$ cat config.mk
export PLATFORM = sky130hd
export DESIGN_NAME = flash_key_sched
export DESIGN_NICKNAME = d
export VERILOG_FILES = /design/src/rtl/flash_key_sched.sv
export SDC_FILE = /design/constraint.sdc
export NUM_CORES = 1
export LEC_CHECK = 0
export BUFFER_PORTS_ARGS = -buffer_cell sky130_fd_sc_hd__buf_2
export CAP_MARGIN = 20
export CORE_ASPECT_RATIO = 1.2
export CORE_UTILIZATION = 35
export CTS_BUF_LIST = sky130_fd_sc_hd__clkbuf_4
export CTS_CLUSTER_DIAMETER = 100
export CTS_CLUSTER_SIZE = 10
export DETAILED_ROUTE_END_ITERATION = 10
export GPL_TIMING_DRIVEN = 1
export PLACE_DENSITY = 0.55
export SYNTH_ARGS = -nofsm -noshare
export SYNTH_HDL_FRONTEND = slang
export SYNTH_SLANG_ARGS = --single-unit
$ cat constraint.sdc
create_clock -name sys_clk -period 3.3 [get_ports sys_clk]
set_input_delay 0.165 -clock sys_clk [delete_from_list [all_inputs] [get_ports sys_clk]]
set_output_delay 0.165 -clock sys_clk [all_outputs]
set_load 0.01 [all_outputs]
$ cat src/rtl/flash_key_sched.sv
// Arbitrates debounced SE/WR/RD key requests onto the SPI-flash op engines.
// Grants in priority SE > WR > RD, waits for done (or timeout), then holds a guard gap.
module flash_key_sched #(
    parameter logic [19:0] GAP_MAX     = 20'd999,
    parameter logic [27:0] TIMEOUT_MAX = 28'd199_999_999
) (
    input  logic       sys_clk,
    input  logic       sys_rst_n,
    input  logic       key_flag_se,
    input  logic       key_flag_wr,
    input  logic       key_flag_rd,
    input  logic       op_done,
    output logic       se_start,
    output logic       wr_start,
    output logic       rd_start,
    output logic [1:0] cur_op,
    output logic       busy,
    output logic       err_timeout
);

    localparam logic [27:0] GapLast     = {8'd0, GAP_MAX} - 28'd1;
    localparam logic [27:0] TimeoutLast = TIMEOUT_MAX - 28'd1;

    typedef enum logic [1:0] {StIdle, StStart, StWaitDone, StGap} state_e;

    state_e      state;
    logic [2:0]  pending;   // [0] SE, [1] WR, [2] RD
    logic [27:0] counter;
    logic [2:0]  grant;
    logic [1:0]  grant_op;
    logic [2:0]  key_flags;

    assign key_flags = {key_flag_rd, key_flag_wr, key_flag_se};

    always_comb begin
        grant    = 3'b000;
        grant_op = 2'd0;
        if (pending[0]) begin
            grant    = 3'b001;
            grant_op = 2'd1;
        end else if (pending[1]) begin
            grant    = 3'b010;
            grant_op = 2'd2;
        end else if (pending[2]) begin
            grant    = 3'b100;
            grant_op = 2'd3;
        end
    end

    always_ff @(posedge sys_clk or negedge sys_rst_n) begin
        if (!sys_rst_n) begin
            state       <= StIdle;
            pending     <= 3'b000;
            counter     <= 28'd0;
            se_start    <= 1'b0;
            wr_start    <= 1'b0;
            rd_start    <= 1'b0;
            cur_op      <= 2'd0;
            busy        <= 1'b0;
            err_timeout <= 1'b0;
        end else begin
            // A flag on the grant edge re-arms the bit being cleared.
            pending     <= (state == StIdle ? (pending & ~grant) : pending) | key_flags;
            se_start    <= 1'b0;
            wr_start    <= 1'b0;
            rd_start    <= 1'b0;
            err_timeout <= 1'b0;
            unique case (state)
                StIdle: begin
                    if (|pending) begin
                        state    <= StStart;
                        cur_op   <= grant_op;
                        busy     <= 1'b1;
                        counter  <= 28'd0;
                        se_start <= grant[0];
                        wr_start <= grant[1];
                        rd_start <= grant[2];
                    end
                end
                StStart: begin
                    // Timeout budget is measured from the start strobe.
                    state   <= StWaitDone;
                    counter <= counter + 28'd1;
                end
                StWaitDone: begin
                    if (op_done) begin
                        state   <= StGap;
                        counter <= 28'd0;
                    end else if (counter >= TimeoutLast) begin
                        state       <= StGap;
                        counter     <= 28'd0;
                        err_timeout <= 1'b1;
                    end else begin
                        counter <= counter + 28'd1;
                    end
                end
                StGap: begin
                    if (counter >= GapLast) begin
                        state   <= StIdle;
                        counter <= 28'd0;
                        cur_op  <= 2'd0;
                        busy    <= 1'b0;
                    end else begin
                        counter <= counter + 28'd1;
                    end
                end
                default: begin
                    state   <= StIdle;
                    counter <= 28'd0;
                    cur_op  <= 2'd0;
                    busy    <= 1'b0;
                end
            endcase
        end
    end

endmodule

==> metrics.txt <==
Core Area=approximately 6400 um^2; Congestion Overflow GR=0; row count=32; worst vdd ir=approximately 0.37 mV; Post-synth EDFFs=0; most common cell after layout, fill and taps aside=dfrtp_1; initial antenna violation count=0; Placed Area=about 2400 um^2; Detailed Route Iter0 Violations=approximately 160; CP Capture Type=flop; Worst Skew=roughly 0.007 ns; R2R Setup Slk=around 0.43 ns; CP Data Required Time=approximately 3.6 ns; outcome=finished clean; Internal Power=approximately 0.9 mW; final core occ=0.395; Post-CTS Resized=0; fmax=0.348 GHz; hold_ws=0.156 ns; IO Pins=13; pin count of the biggest net entering global routing=a little over 40; leading cell types in the layout, fill and taps excluded=40 x dfrtp_1, 31 x nor2_1, 30 x a31oi_1, 20 x nand2_1, 17 x nand3_1; P_leak=~1.1 nW; Arrival @ worst endpoint=3.15 ns; endpoints failing setup=0; Max Cap Viol=0; Hold Path Depth=3; die height=roughly 90 um; Synth warnings=0; Setup TNS=0 ns; PnR worst setup slack=0.427 ns; CP max stage cell=o311ai_4; crit-path cells=ha_1 -> o2111ai_1 -> o211ai_1 -> and4_1 -> o311ai_4 -> buf_4 -> nand2_1 -> o21ai_0; Initial Util=0.361; syn nets=around 270; Seq pwr share=0.369; WL final=about 5.5 mm; Hold Path Class=in -> reg; Max FO, Critical Path=26; CP Class=reg -> reg; Crit path largest cell delay=a little under 0.9 ns; clock share of power=0.155; layout cell share with drive strength beyond 1=0.118; H-tree Lvls=2; CTS clk-pin slew, worst paths=approximately 0.11 ns; final cell count without fillers=about 360; ratio of final minimum period to clock period=0.871; combinational group share of total power=0.476; Total GRT Usage=0.171; dpl hpwl=approximately 3.6 mm; first-pass GRT wire length=approximately 9.5 mm; DP Worst Slack=roughly 0.47 ns; ANT nets after route=0; Die Wd=approximately 76 um; Sink Count=40; # port buffers=12; CTS root buffer=clkbuf_4; CP Launch Type=flop; Via density=roughly 5.6; Seq/Total Area, Yosys=0.433; residual DRC count=0; fin area=about 2500 um^2; post-layout min period=roughly 2.9 ns; Slew @ Worst Pin=1.00 ns; Fin. Hold Viols=0; placed insts=345; Final GP Congestion=between 0.7 and 0.8; worst skew pair latency=~0.36 ns; cells after synthesis=259; top_reg_cell synth=dfrtp_1; R2R depth=8; CTS tree=yes; switching power=between 0.6 and 0.7 mW; Power Total=roughly 1.6 mW; post-synthesis cell area=2310 um^2; Synth Area per Inst=between 8 and 9 um^2; vias in the first global route=1935; Num CTS Buffers=5; net switching share of the total power=0.425; via count=about 2000; Die ar.=between 6000 and 7000 um^2; Clock Tree Buf Depth=2; library cells used by synthesis=between 40 and 50; nets@finish=around 280; RSZ-0062 raised after global routing=false; # Post-CTS Setup Buffers=0; antenna diode count=0; #FFs+latches synth=40; CTS hold repair buffers=4; Layout Area Growth over Synthesis=9.25%; Rel. slew slack=0.329; fin. max-slew vios=0; Detailed Routing Iterations Pass 1=4; async set-reset flop share out of synthesis=1.00; pwr dens=between 600 and 700 nW/um^2; wire per inst=between 15 and 20 um
[critical path: cells and delay by family (launching register included)]
kind | cells | cell delay, ns
AOI/OAI and AO/OA | 4 | 1.37
DFF | 1 | 0.46
and+or+nand+nor | 2 | 0.38
buffers and inverters | 1 | 0.37
adders and majority gates | 1 | 0.21
[registers in the layout (all words and copies together) (netlist names)]
name         cells
state            2
pending          3
err_timeout      1
busy             1
se_start         1
wr_start         1
rd_start         1
cur_op           2
counter         28
[path summary, 6_finish.rpt]
| path | from | end |
|---|---|---|
| setup / recovery | counter[1]$_DFFE_PN0P_ | counter[1]$_DFFE_PN0P_ |
| hold / removal | op_done | err_timeout$_DFF_PN0_ |
| setup reg to reg | counter[1]$_DFFE_PN0P_ | counter[1]$_DFFE_PN0P_ |
| hold reg to reg | cur_op[1]$_DFFE_PN0P_ | cur_op[1]$_DFFE_PN0P_ |
| max in group asynchronous | sys_rst_n | counter[15]$_DFFE_PN0P_ |
| min in group asynchronous | sys_rst_n | rd_start$_DFF_PN0_ |
[cells by family after synthesis]
kind of cell / after synthesis / synth area share
flip-flops: 40 / 0.433
adder cells (fa/ha/maj): 6 / 0.0324
buffers and inverters: 27 / 0.0508
AO/OA/AOI/OAI: 68 / 0.203
AND/OR/NAND/NOR: 110 / 0.247
multiplexers: 5 / 0.0233
XOR/XNOR: 3 / 0.0114
[layout make-up]
cell class | instances | area [um^2]
fillers | 667 | 3880
multi-input cells | 192 | 1190
flip-flops and latches | 40 | 1000
repair buffers | 20 | 130
well taps | 85 | 106
clock buffers | 6 | 45.0
inverters | 12 | 45.0
clock inverters | 1 | 5.00
[synth_stat cells, types with 2 or more instances]
| library cell | instances | area (um^2) |
|---|---|---|
| o211ai_1 | 3 | 22.5 |
| a21o_1 | 2 | 15.0 |
| nand2b_1 | 4 | 25.0 |
| clkbuf_1 | 9 | 33.8 |
| a21oi_1 | 9 | 45.0 |
| and2_1 | 2 | 12.5 |
| nor3_1 | 8 | 40.0 |
| buf_4 | 2 | 15.0 |
| nor3b_1 | 2 | 15.0 |
| a22o_1 | 3 | 26.3 |
| nor2_1 | 31 | 116 |
| and4_1 | 5 | 43.8 |
| nor4_1 | 3 | 18.8 |
| dfrtp_1 | 40 | 1000 |
| ha_1 | 6 | 75.1 |
| nand3_1 | 17 | 85.1 |
| xor2_1 | 2 | 17.5 |
| inv_1 | 12 | 45.0 |
| o21ai_0 | 5 | 25.0 |
| a31o_1 | 2 | 17.5 |
| o21ai_1 | 3 | 15.0 |
| and3_1 | 4 | 25.0 |
| mux2i_1 | 2 | 20.0 |
| o2bb2ai_1 | 2 | 17.5 |
| a31oi_1 | 30 | 188 |
| buf_1 | 2 | 7.51 |
| nand4_1 | 4 | 25.0 |
| a41oi_1 | 2 | 17.5 |
| nand4b_1 | 2 | 17.5 |
| nand2_1 | 20 | 75.1 |
| mux2_2 | 3 | 33.8 |
[metal layers]
layer | part of all wire | global-route usage
met1 | 0.48 | 0.218
met2 | 0.48 | 0.294
met3 | 0.030 | 0.0332
met4 | 0.011 | 0.0465
met5 | 0 | 0
[power by group through the flow]
stage / Combinational (mW) / Sequential (mW) / Clock (mW)
floorplan: 0.622 / 0.608 / 0
global placement: 0.755 / 0.603 / 0
detailed placement: 0.763 / 0.605 / 0
CTS: 0.770 / 0.595 / 0.261
global route: 0.869 / 0.604 / 0.284
finish: 0.766 / 0.595 / 0.250
Note: power is estimated with default switching activity, not from simulation.
